**config.mk**
```make
export PLATFORM = sky130hd
export DESIGN_NAME = idwt_mac_flat
export DESIGN_NICKNAME = d
export VERILOG_FILES = /design/src/rtl/idwt_mac_if.sv /design/src/rtl/idwt_mac.sv /design/src/flat_wrapper.sv
export SDC_FILE = /design/constraint.sdc
export NUM_CORES = 1
export LEC_CHECK = 0
export BUFFER_PORTS_ARGS = -buffer_cell sky130_fd_sc_hd__clkbuf_2
export CAP_MARGIN = 20
export CORE_MARGIN = 2
export CORE_UTILIZATION = 40
export CTS_CLUSTER_SIZE = 16
export DETAILED_ROUTE_END_ITERATION = 6
export PLACE_DENSITY = 0.59
export SKIP_CTS_REPAIR_TIMING = 1
export SYNTH_ARGS = -nofsm -noshare
export SYNTH_HDL_FRONTEND = slang
export SYNTH_SLANG_ARGS = --single-unit
```
**constraint.sdc**
```tcl
create_clock -name clk -period 1.6 [get_ports clk]
set_input_delay 0.08 -clock clk [delete_from_list [all_inputs] [get_ports clk]]
set_output_delay 0.08 -clock clk [all_outputs]
set_load 0.05 [all_outputs]
```
**src/rtl/idwt_mac_if.sv**
```systemverilog
// ============================================================================
// Module      : idwt_mac_if
// Description : Stream interface for idwt_mac: coefficient pairs in and
//               reconstructed pairs out, each with valid/ready and pointers.
// Revision    : 1.0 - initial release
// ============================================================================
`default_nettype none

interface idwt_mac_if #(
  parameter int PW = 8
);
  logic [15:0]   pixel_input;
  logic          i_valid;
  logic          i_ready;
  logic [PW-1:0] i_row_column_pointer;
  logic [PW-1:0] i_pixel_pointer;
  logic [15:0]   pixel_output;
  logic          o_valid;
  logic          o_ready;
  logic [PW-1:0] o_row_column_pointer;
  logic [PW-1:0] o_pixel_pointer;
  logic          o_row_done;
  logic          o_frame_done;

  modport master (
    output pixel_input, i_valid, i_row_column_pointer, i_pixel_pointer, o_ready,
    input  i_ready, pixel_output, o_valid, o_row_column_pointer, o_pixel_pointer,
           o_row_done, o_frame_done
  );

  modport slave (
    input  pixel_input, i_valid, i_row_column_pointer, i_pixel_pointer, o_ready,
    output i_ready, pixel_output, o_valid, o_row_column_pointer, o_pixel_pointer,
           o_row_done, o_frame_done
  );
endinterface

`default_nettype wire

```
**src/rtl/idwt_mac.sv**
```systemverilog
// ============================================================================
// Module      : idwt_mac
// Description : Two-stage inverse DWT butterfly: A = L + H, B = L - H.
//               Define IDWT_SATURATE_EN to clamp results instead of wrapping.
// Revision    : 1.0 - initial release
// ============================================================================
`default_nettype none

module idwt_mac #(
  parameter int HEIGHT = 256,
  parameter int WIDTH  = 256
) (
  input  wire logic clk,
  input  wire logic rst,
  idwt_mac_if.slave bus
);

  localparam int PW = $clog2(WIDTH);
  localparam logic [PW-1:0] c_last_pix = PW'(WIDTH - 1);
  localparam logic [PW-1:0] c_last_row = PW'(HEIGHT - 1);

  logic          r_s1_valid;
  logic [8:0]    r_s1_sum;
  logic [8:0]    r_s1_diff;
  logic [PW-1:0] r_s1_row;
  logic [PW-1:0] r_s1_pix;

  logic          r_s2_valid;
  logic [7:0]    r_s2_a;
  logic [7:0]    r_s2_b;
  logic [PW-1:0] r_s2_row;
  logic [PW-1:0] r_s2_pix;
  logic          r_s2_row_done;
  logic          r_s2_frame_done;

  logic          w_s2_adv;
  logic          w_s1_adv;
  logic          w_in_xfer;
  logic [7:0]    w_a;
  logic [7:0]    w_b;

  // A stage may move when empty or when its downstream drains this cycle.
  assign w_s2_adv  = !r_s2_valid || bus.o_ready;
  assign w_s1_adv  = !r_s1_valid || w_s2_adv;
  assign bus.i_ready = rst && w_s1_adv;
  assign w_in_xfer = bus.i_valid && bus.i_ready;

`ifdef IDWT_SATURATE_EN
  assign w_a = r_s1_sum[8]  ? 8'hFF : r_s1_sum[7:0];
  assign w_b = r_s1_diff[8] ? 8'h00 : r_s1_diff[7:0];
`else
  logic w_unused_msb;
  assign w_unused_msb = r_s1_sum[8] ^ r_s1_diff[8];
  assign w_a = r_s1_sum[7:0];
  assign w_b = r_s1_diff[7:0];
`endif

  always_ff @(posedge clk) begin
    if (!rst) begin
      r_s1_valid <= 1'b0;
      r_s1_sum   <= '0;
      r_s1_diff  <= '0;
      r_s1_row   <= '0;
      r_s1_pix   <= '0;
    end else if (w_s1_adv) begin
      r_s1_valid <= w_in_xfer;
      if (w_in_xfer) begin
        r_s1_sum  <= {1'b0, bus.pixel_input[15:8]} + {1'b0, bus.pixel_input[7:0]};
        r_s1_diff <= {1'b0, bus.pixel_input[15:8]} - {1'b0, bus.pixel_input[7:0]};
        r_s1_row  <= bus.i_row_column_pointer;
        r_s1_pix  <= bus.i_pixel_pointer;
      end
    end
  end

  always_ff @(posedge clk) begin
    if (!rst) begin
      r_s2_valid      <= 1'b0;
      r_s2_a          <= '0;
      r_s2_b          <= '0;
      r_s2_row        <= '0;
      r_s2_pix        <= '0;
      r_s2_row_done   <= 1'b0;
      r_s2_frame_done <= 1'b0;
    end else if (w_s2_adv) begin
      r_s2_valid <= r_s1_valid;
      if (r_s1_valid) begin
        r_s2_a          <= w_a;
        r_s2_b          <= w_b;
        r_s2_row        <= r_s1_row;
        r_s2_pix        <= r_s1_pix;
        r_s2_row_done   <= (r_s1_pix == c_last_pix);
        r_s2_frame_done <= (r_s1_pix == c_last_pix) && (r_s1_row == c_last_row);
      end
    end
  end

  assign bus.o_valid              = r_s2_valid;
  assign bus.pixel_output         = {r_s2_a, r_s2_b};
  assign bus.o_row_column_pointer = r_s2_row;
  assign bus.o_pixel_pointer      = r_s2_pix;
  // Flags are meaningful only alongside a valid beat.
  assign bus.o_row_done           = r_s2_valid && r_s2_row_done;
  assign bus.o_frame_done         = r_s2_valid && r_s2_frame_done;

endmodule

`default_nettype wire

```
**src/flat_wrapper.sv**
```systemverilog
// flat-port wrapper written by rule: the top's interface ports become plain ports
module idwt_mac_flat 
#(
  parameter int HEIGHT = 256,
  parameter int WIDTH  = 256
)
  (clk, rst, bus_pixel_input, bus_i_valid, bus_i_row_column_pointer, bus_i_pixel_pointer, bus_o_ready, bus_i_ready, bus_pixel_output, bus_o_valid, bus_o_row_column_pointer, bus_o_pixel_pointer, bus_o_row_done, bus_o_frame_done);
  idwt_mac_if #(.PW(($clog2(WIDTH)))) bus_i ();
  input  wire logic clk;
  input  wire logic rst;
  input wire logic [$bits(bus_i.pixel_input)-1:0] bus_pixel_input;
  input wire logic [$bits(bus_i.i_valid)-1:0] bus_i_valid;
  input wire logic [$bits(bus_i.i_row_column_pointer)-1:0] bus_i_row_column_pointer;
  input wire logic [$bits(bus_i.i_pixel_pointer)-1:0] bus_i_pixel_pointer;
  input wire logic [$bits(bus_i.o_ready)-1:0] bus_o_ready;
  output wire logic [$bits(bus_i.i_ready)-1:0] bus_i_ready;
  output wire logic [$bits(bus_i.pixel_output)-1:0] bus_pixel_output;
  output wire logic [$bits(bus_i.o_valid)-1:0] bus_o_valid;
  output wire logic [$bits(bus_i.o_row_column_pointer)-1:0] bus_o_row_column_pointer;
  output wire logic [$bits(bus_i.o_pixel_pointer)-1:0] bus_o_pixel_pointer;
  output wire logic [$bits(bus_i.o_row_done)-1:0] bus_o_row_done;
  output wire logic [$bits(bus_i.o_frame_done)-1:0] bus_o_frame_done;
  assign bus_i.pixel_input = bus_pixel_input;
  assign bus_i.i_valid = bus_i_valid;
  assign bus_i.i_row_column_pointer = bus_i_row_column_pointer;
  assign bus_i.i_pixel_pointer = bus_i_pixel_pointer;
  assign bus_i.o_ready = bus_o_ready;
  assign bus_i_ready = bus_i.i_ready;
  assign bus_pixel_output = bus_i.pixel_output;
  assign bus_o_valid = bus_i.o_valid;
  assign bus_o_row_column_pointer = bus_i.o_row_column_pointer;
  assign bus_o_pixel_pointer = bus_i.o_pixel_pointer;
  assign bus_o_row_done = bus_i.o_row_done;
  assign bus_o_frame_done = bus_i.o_frame_done;
  idwt_mac #(.HEIGHT(HEIGHT), .WIDTH(WIDTH)) u_core (.clk(clk), .rst(rst), .bus(bus_i));
endmodule
```
==> impl_results.md, run 1 <==
* Final GP Congestion at 0.818
* Sequential cell fraction of total power at 0.463
* Commonest non-fill, non-tap cell in the layout: nand2_1
* Final antenna-violating net count at 0
* Post-Layout Cell Count at 565
* Hold WC Path Type: in -> reg
* Placeable core region at 7330 um^2
* Ys Warns at 0
* Starting Density at 0.416
* Total CTS buffers at 9
* Leakage at 0.00177 uW
* Switching power total at 1080 uW
* Routed wl met2 at 3.03 mm
* Data required, critical path at 1.81 ns
* Outcome: finished, final reports clean
* Post-synth top area cell: dfxtp_1
* Endpoints failing hold at 0
* Synth Area in Compound Gates at 0.163
* Startpoint Class: input port
* Share of layout cells above drive strength 1 at 0.251
* WP data arrival at 1.57 ns
* Final Skew at 0.0114 ns
* Seq/Total Area, Yosys at 0.433
* Clk root buf: clkbuf_8
* Peak VDD IR at 534 uV
* Remaining DRCs at 0
* Pwr per Cell Area at 993 nW/um^2
* Syn Std Cell Area at 3050 um^2
* Pre-antenna DRT Iters at 4
* Top_reg_cell synth: dfxtp_1
* Slew @ Worst Pin at 0.346 ns
* Max-slew violations at 0
* Int Power at 2830 uW
* CP max FO at 2
* Pin count of the biggest net entering global routing at 37
* Top Ports at 72
* Gr usage total at 0.170
* DRT Wirelength at 6.84 mm
* Nets at 513
* Antenna diodes at 0
* Setup crit end kind: register
* Wire length per cell at 12.1 um
* DIE HEIGHT at 91.3 um
* Setup violators final at 0
* Largest family of logic cells by synthesized area: simple AND/OR/NAND/NOR gates
* Fmax achieved at 0.735 GHz
* Vias in the first global route at 2496
* Ys async rst share at 0
* CTS max path bufs at 2
* Met3 wire length at 272 um
* Dominant cells by area after synthesis: dfxtp_1, nand2_1, a21boi_0, ha_1, nand3_1
* Clock sink count at 66
* Final Critical Period at 1.36 ns
* Number of port buffers at 71
* M1 WL at 3.45 mm
* Via count at 2625
* Period utilization at 0.851
* Synthesis-stage register bit count at 66
* CTS tree: yes
* Final instance area at 3930 um^2
* Worst setup path class: in -> reg
* Die ar. at 8340 um^2
* Dpl cell area at 3560 um^2
* Switching Fraction at 0.276
* Fillers at 743
* Worst slew margin at 0.767
* # placed instances at 532
* Core Rows at 31
* DRT iter0 DRCs at 87
* Clk pin slew, worst setup/hold paths at 0.08 ns
* First-pass GRT wire length at 11.5 mm
* Clk_lat worst skew at 0.33 ns
* DR top layer: met4
* Post-synth EDFFs at 0
* Antenna violations before repair at 0
* Die width at 91.3 um
* Core Util, Final at 0.536
* DR vias/cell at 4.65
* Area added between synthesis and finish at 28.9%
* Comb pwr share at 0.172
* Setup repair after global routing missed its margin: no
* Post-synthesis adder-cell area fraction at 0.0705
* Max cap viols at 0
* Total power at 3910 uW
* Yosys cell types at 41
* Post-Synth XOR/XNOR Area at 0.0316
* Post-Syn Instances at 365
* Dpl hpwl at 4.97 mm
* Syn_area_per_cell at 8.36 um^2
* Synth Area in Simple Gates at 0.236
* H-Tree Depth at 3
* Synth top area share at 0.433
* Clock power frac at 0.365
* Commonest non-fill, non-tap cells in the layout: nand2_1, clkbuf_2, dfxtp_1
* GRT Residual Overflow at 0
* Syn_nets at 417
* Mux contribution to synthesized area at 0
==> worst max-delay path, stage by stage <==
cell and delay (ns):
clkbuf_2 0.09, inv_1 0.05, ha_1 0.16, inv_1 0.06, fa_1 0.40, a211oi_1 0.22, o21bai_1 0.10, a21oi_1 0.18
xor2_1 0.15, o21ai_0 0.08
==> worst paths after layout <==
| kind | startpoint | endpoint | slack, ns | depth (start not counted) |
|---|---|---|---|---|
| setup / recovery | bus_pixel_input[8] | u_core.r_s1_diff[6] | 0.24 | 10 |
| hold / removal | bus_o_ready | u_core.bus.o_valid | 0.09 | 3 |
| setup reg to reg | u_core.bus.o_valid | u_core.r_s2_b[7] | 0.25 | 5 |
| hold reg to reg | u_core.r_s1_sum[2] | u_core.r_s2_a[2] | 0.45 | 2 |
==> layout make-up <==
type,instances,area [um^2],area share
multi-input cells,260,1530,0.390
flip-flops and latches,66,1330,0.337
repair buffers,111,698,0.178
clock buffers,11,151,0.0385
well taps,99,124,0.0315
clock inverters,5,52.6,0.0134
inverters,13,48.8,0.0124
==> flip-flops by register name, summed over array words and instances, names as in the netlist, 7 cells and up <==
signal	count
u_core.r_s2_a	8
u_core.r_s1_row	8
u_core.r_s1_sum	7
u_core.r_s2_b	7
u_core.bus.o_pixel_pointer	8
u_core.r_s1_diff	8
u_core.bus.o_row_column_pointer	8
u_core.r_s1_pix	8
==> synthesized netlist by cell type, types with 5 or more instances <==
cell      instances
nand2_1         103
dfxtp_1          66
a21boi_0         33
nand3_1          29
ha_1             14
clkbuf_1         13
inv_1            13
o21ai_0          12
nor2b_1           7
nor2_1            6
xnor2_1           6
a21oi_1           5
xor2_1            5
==> kinds of logic (layout without fill, tap and decap cells) <==
logic type / Yosys count / in the layout
AND/OR/NAND/NOR: 164 / 164
AO/OA/AOI/OAI: 69 / 69
flip-flops: 66 / 66
buffers and inverters: 39 / 140
adder cells (fa/ha/maj): 16 / 16
XOR/XNOR: 11 / 11
==> layer usage <==
layer,track usage,vias up
met1,0.227,1164
met3,0.0390,7
met4,0.0682,0
li1,-,1398
met5,0,-
met2,0.266,56
==> power by group through the flow <==
stage          registers, uW  logic, uW  clock network (uW)
3_5_place_dp            1840        646                   0
4_1_cts                 1810        648                1450
6_report                1810        672                1430
3_3_place_gp            1840        638                   0
5_1_grt                 1820        751                1530
2_1_floorplan           1920        365                   0
==> metrics by stage <==
step	setup slack [ns]	setup TNS, ns	hold slack (ns)
2_1_floorplan	0.0327	0	0.179
3_3_place_gp	-0.0509	-0.115	0.268
3_5_place_dp	-0.124	-0.307	0.271
4_1_cts	0.206	0	-0.0859
5_1_grt	0.0861	0	0.0999
6_report	0.239	0	0.0924
Note: power is estimated with default switching activity, not from simulation.
==> run 2, diff against run 1 <==
- ABC_AREA: not set -> 1
- CORE_ASPECT_RATIO: not set -> 0.5
==> impl_results.md, run 2 <==
* Count leader, synth: nand2_1
* Dpl cell area at 3490 um^2
* Hold EP: u_core.r_s1_row[5]
* Syn_area_per_cell at 7.37 um^2
* CP max FO at 25
* Share of layout cells above drive strength 1 at 0.211
* Leakage at 0.00190 uW
* CTS max path bufs at 2
* Post-Syn Instances at 423
* Antenna diodes at 0
* Synth top area share at 0.424
* Commonest non-fill, non-tap cell in the layout: nand2_1
* Final instance area at 3870 um^2
* Placeable core region at 7430 um^2
* Worst R2R Start: u_core.bus.o_valid
* Post-synth EDFFs at 0
* Setup violators final at 0
* Min-delay src: bus_i_row_column_pointer[5]
* Final Critical Period at 1.44 ns
* Clock sink count at 66
* Commonest non-fill, non-tap cells in the layout: nand2_1, clkbuf_2, dfxtp_1
* CP max-delay cell: dfxtp_1
* Worst setup path class: reg -> reg
* Final Skew at 0.00707 ns
* Pin count of the biggest net entering global routing at 61
* Yosys cell types at 27
* Critical Path Max Stage Delay at 0.35 ns
* Outcome: finished, violations left
* R2R setup slack at 0.16 ns
* Core Rows at 22
* Clk_lat worst skew at 0.33 ns
* Seq/Total Area, Yosys at 0.424
* Gr usage total at 0.169
* Slew @ Worst Pin at 0.345 ns
* Hold path cells at 3
* DRT iter0 DRCs at 130
* Max cap viols at 0
* Final antenna-violating net count at 0
* Ys Warns at 0
* Peak VDD IR at 622 uV
* Clk pin slew, worst setup/hold paths at 0.06 ns
* CP most frequent cell: nand2_1
* Ys async rst share at 0
* Final GP Congestion at 0.898
* Reg-to-reg critical path endpoint: u_core.r_s2_frame_done
* Syn_nets at 475
* Remaining DRCs at 0
* Die ar. at 8560 um^2
* Starting Density at 0.420
* Area added between synthesis and finish at 24.3%
* Synthesis-stage register bit count at 66
* Vias in the first global route at 2447
* Wire length per cell at 11.5 um
* Total CTS buffers at 9
* Antenna violations before repair at 0
* H-Tree Depth at 3
* Startpoint Class: register
* Top_reg_cell synth: dfxtp_1
* Worst slew margin at 0.768
* Setup TNS at 0 ns
* Dominant cells by area after synthesis: dfxtp_1, nand2_1, o21ai_0, nor2_1, inv_1
* WP data arrival at 1.69 ns
* Syn Std Cell Area at 3120 um^2
* Data required, critical path at 1.85 ns
* Nets at 549
* CTS tree: yes
* Max-slew violations at 0
* Period utilization at 0.898
* Setup repair after global routing missed its margin: no
* Hold_ws at -0.0202 ns
* Dpl hpwl at 4.98 mm
* Post-synth top area cell: dfxtp_1
* DR vias/cell at 4.58
* Clk root buf: clkbuf_16
* DIE HEIGHT at 66.4 um
* Reg2Reg Depth at 7
* Pwr per Cell Area at 1190 nW/um^2
* Via count at 2741
* Number of port buffers at 71
* Die width at 129 um
* DRT Wirelength at 6.86 mm
* First-pass GRT wire length at 11.3 mm
* Hold WC Path Type: in -> reg
* Fmax achieved at 0.696 GHz
* Total power at 4620 uW
* Crit-path cells: nand2_1, nand2_2, inv_4, nand2_1, nor3_2, nand2_1, a21oi_1
* GRT Residual Overflow at 0
* Violated checks: hold timing
* Post-synth top cells: nand2_1, dfxtp_1, nor2_1, o21ai_0, inv_1
* Pre-antenna DRT Iters at 4
* Top Ports at 72
* Setup crit end kind: register
* Endpoints failing hold at 5
run 2: power breakdown:
part           total (uW)  switching, uW  leakage (uW)  internal (uW)
logic                 815            559       0.00121            256
clock network        1960            713      0.000141           1250
registers            1840           67.0      0.000545           1770
total                4620           1340       0.00190           3280
run 2: cell families (layout without fill, tap and decap cells):
kind of cell | after synthesis | count (layout) | synth area share
AND/OR/NAND/NOR | 183 | 183 | 0.250
XOR/XNOR | 4 | 4 | 0.0112
AO/OA/AOI/OAI | 82 | 82 | 0.133
flip-flops | 66 | 66 | 0.424
buffers and inverters | 72 | 151 | 0.113
adder cells (fa/ha/maj) | 16 | 16 | 0.0690
run 2: through the flow:
| step | setup WS (ns) | hold WS [ns] | std cells | utilization |
|---|---|---|---|---|
| finish | 0.162 | -0.0202 | 598 | 0.521 |
| global route | 0.00866 | 0.00474 | 598 | 0.521 |
| CTS | 0.148 | -0.0510 | 590 | 0.511 |
| detailed placement | 0.146 | 0.286 | 574 | 0.470 |
| global placement | 0.140 | 0.288 | 574 | 0.470 |
| floorplan | 0.168 | 0.193 | 423 | - |
run 2: metal layers:
| metal | up-vias | track usage | wire, um |
|---|---|---|---|
| met5 | - | 0 | 0 |
| met4 | 0 | 0.0448 | 41 |
| met3 | 5 | 0.0453 | 289 |
| met2 | 60 | 0.253 | 2820 |
| met1 | 1191 | 0.241 | 3710 |
| li1 | 1485 | - | - |
run 2: worst max-delay path by stage:
stage | to | from | depth (start not counted)
3_3_place_gp | u_core.r_s1_sum[6] | bus_pixel_input[0] | 12
4_1_cts | u_core.r_s2_frame_done | u_core.bus.o_valid | 7
5_1_grt | u_core.r_s2_frame_done | u_core.bus.o_valid | 7
2_1_floorplan | u_core.r_s1_diff[7] | u_core.bus.o_valid | 8
3_5_place_dp | u_core.r_s1_diff[6] | bus_pixel_input[8] | 11
6_report | u_core.r_s2_frame_done | u_core.bus.o_valid | 7
run 2: cell type report:
class | instances | area (um^2)
fill | 782 | 3560
multi-input combinational | 285 | 1450
sequential | 66 | 1320
timing repair buffer | 85 | 493
clock buffer | 10 | 239
inverter | 50 | 190
tap | 96 | 120
clock inverter | 6 | 66.3
run 2: critical path, delay by kind of cell (launching register included):
family / cells / cell delay, ns
and+or+nand+nor: 5 / 0.66
AOI/OAI and AO/OA: 1 / 0.11
buffers and inverters: 1 / 0.25
DFF: 1 / 0.35
==> run 3, diff against run 2 <==
- CELL_PAD_IN_SITES_DETAIL_PLACEMENT: not set -> 0
- CELL_PAD_IN_SITES_GLOBAL_PLACEMENT: not set -> 2
- CORE_UTILIZATION: 40 -> 30
- PLACE_DENSITY: 0.59 -> 0.77
- RECOVER_POWER: not set -> 50
==> impl_results.md, run 3 (same netlist as run 2, synthesis figures left out) <==
* Peak VDD IR at 479 uV
* Pin count of the biggest net entering global routing at 48
* CP max FO at 16
* Startpoint Class: register
* Max cap viols at 0
* DIE HEIGHT at 76.1 um
* Commonest non-fill, non-tap cell in the layout: nand2_1
* Worst slew margin at 0.551
* Wire length per cell at 11.7 um
* Area added between synthesis and finish at 23.5%
* Remaining DRCs at 0
* Die width at 148 um
* Hold_ws at -0.0423 ns
* DRT iter0 DRCs at 130
* Endpoints failing hold at 5
* GRT Residual Overflow at 0
* First-pass GRT wire length at 12.4 mm
* DRT Wirelength at 7.48 mm
* Period utilization at 0.845
* Antenna diodes at 0
* Final GP Congestion at 0.763
* Starting Density at 0.307
* Nets at 549
* Violated checks: hold timing
* Via count at 2732
* Clk pin slew, worst setup/hold paths at 0.05 ns
* Final Critical Period at 1.35 ns
* Core Rows at 26
* Dpl hpwl at 5.25 mm
* Fmax achieved at 0.740 GHz
* Pwr per Cell Area at 1200 nW/um^2
* Setup TNS at 0 ns
* Setup crit end kind: register
* WP data arrival at 1.58 ns
* Top Ports at 72
* Setup repair after global routing missed its margin: no
* Post-Layout Cell Count at 641
* H-Tree Depth at 3
* Clock sink count at 66
* Total power at 4620 uW
* Vias in the first global route at 2542
* # placed instances at 618
* Outcome: finished, violations left
* Final antenna-violating net count at 0
* CTS tree: yes
* Die ar. at 11300 um^2
* Antenna violations before repair at 0
* Commonest non-fill, non-tap cells in the layout: nand2_1, dfxtp_1, nor2_1
* Clk root buf: clkbuf_16
* Total CTS buffers at 9
* Pre-antenna DRT Iters at 4
* Data required, critical path at 1.83 ns
* DR vias/cell at 4.26
* Core Util, Final at 0.379
* Placeable core region at 10100 um^2
* Worst setup path class: reg -> reg
* Slew @ Worst Pin at 0.677 ns
* Clk_lat worst skew at 0.32 ns
* Leakage at 0.00178 uW
* Gr usage total at 0.138
* Share of layout cells above drive strength 1 at 0.136
* CTS max path bufs at 2
* Setup violators final at 0
* Final Skew at 0.00397 ns
* Max-slew violations at 0
* Number of port buffers at 71
* Hold WC Path Type: in -> reg
[run 3: worst max-delay path, cell delays in order, from the launching register on]
cell and delay, ns:
dfxtp_1 0.34, nand3_1 0.11, nand2_1 0.07, nor2_1 0.21
buf_4 0.27, nand3_1 0.13, nand2_1 0.07, inv_1 0.03
[run 3: per-layer routing]
metal	routed length, um	global-route usage	vias up	part of all wire
met2	3240	0.213	52	0.43
met4	67	0.0543	0	0.0090
met5	0	0	-	0
li1	-	-	1484	-
met1	3830	0.188	1188	0.51
met3	334	0.0317	8	0.045
[run 3: final timing paths]
path	startpoint	end	slack (ns)	cells past startpoint
max reg2reg	u_core.bus.o_valid	u_core.r_s1_diff[5]	0.25	7
min	bus_i_row_column_pointer[1]	u_core.r_s1_row[1]	-0.04	3
min reg2reg	u_core.r_s1_diff[0]	u_core.r_s2_a[0]	0.44	2
max	u_core.bus.o_valid	u_core.r_s1_diff[5]	0.25	7
[run 3: metrics by stage]
step	hold slack, ns	area (um^2)	worst slack, ns
CTS	-0.0603	3840	0.250
global placement	0.290	3530	0.121
finish	-0.0423	3850	0.248
floorplan	0.193	3120	0.168
detailed placement	0.285	3530	0.118
global route	0.00190	3850	0.0511
[run 3: final cells by class]
cell class	instances	area (um^2)
inverter	50	193
clock buffer	13	270
sequential	66	1320
clock inverter	2	35.0
fill	1133	6300
multi-input combinational	285	1420
timing repair buffer	85	439
tap	140	175
[run 3: report_power, final]
group          switching [uW]  internal [uW]
registers                66.5           1780
clock network             661           1320
logic                     560            235
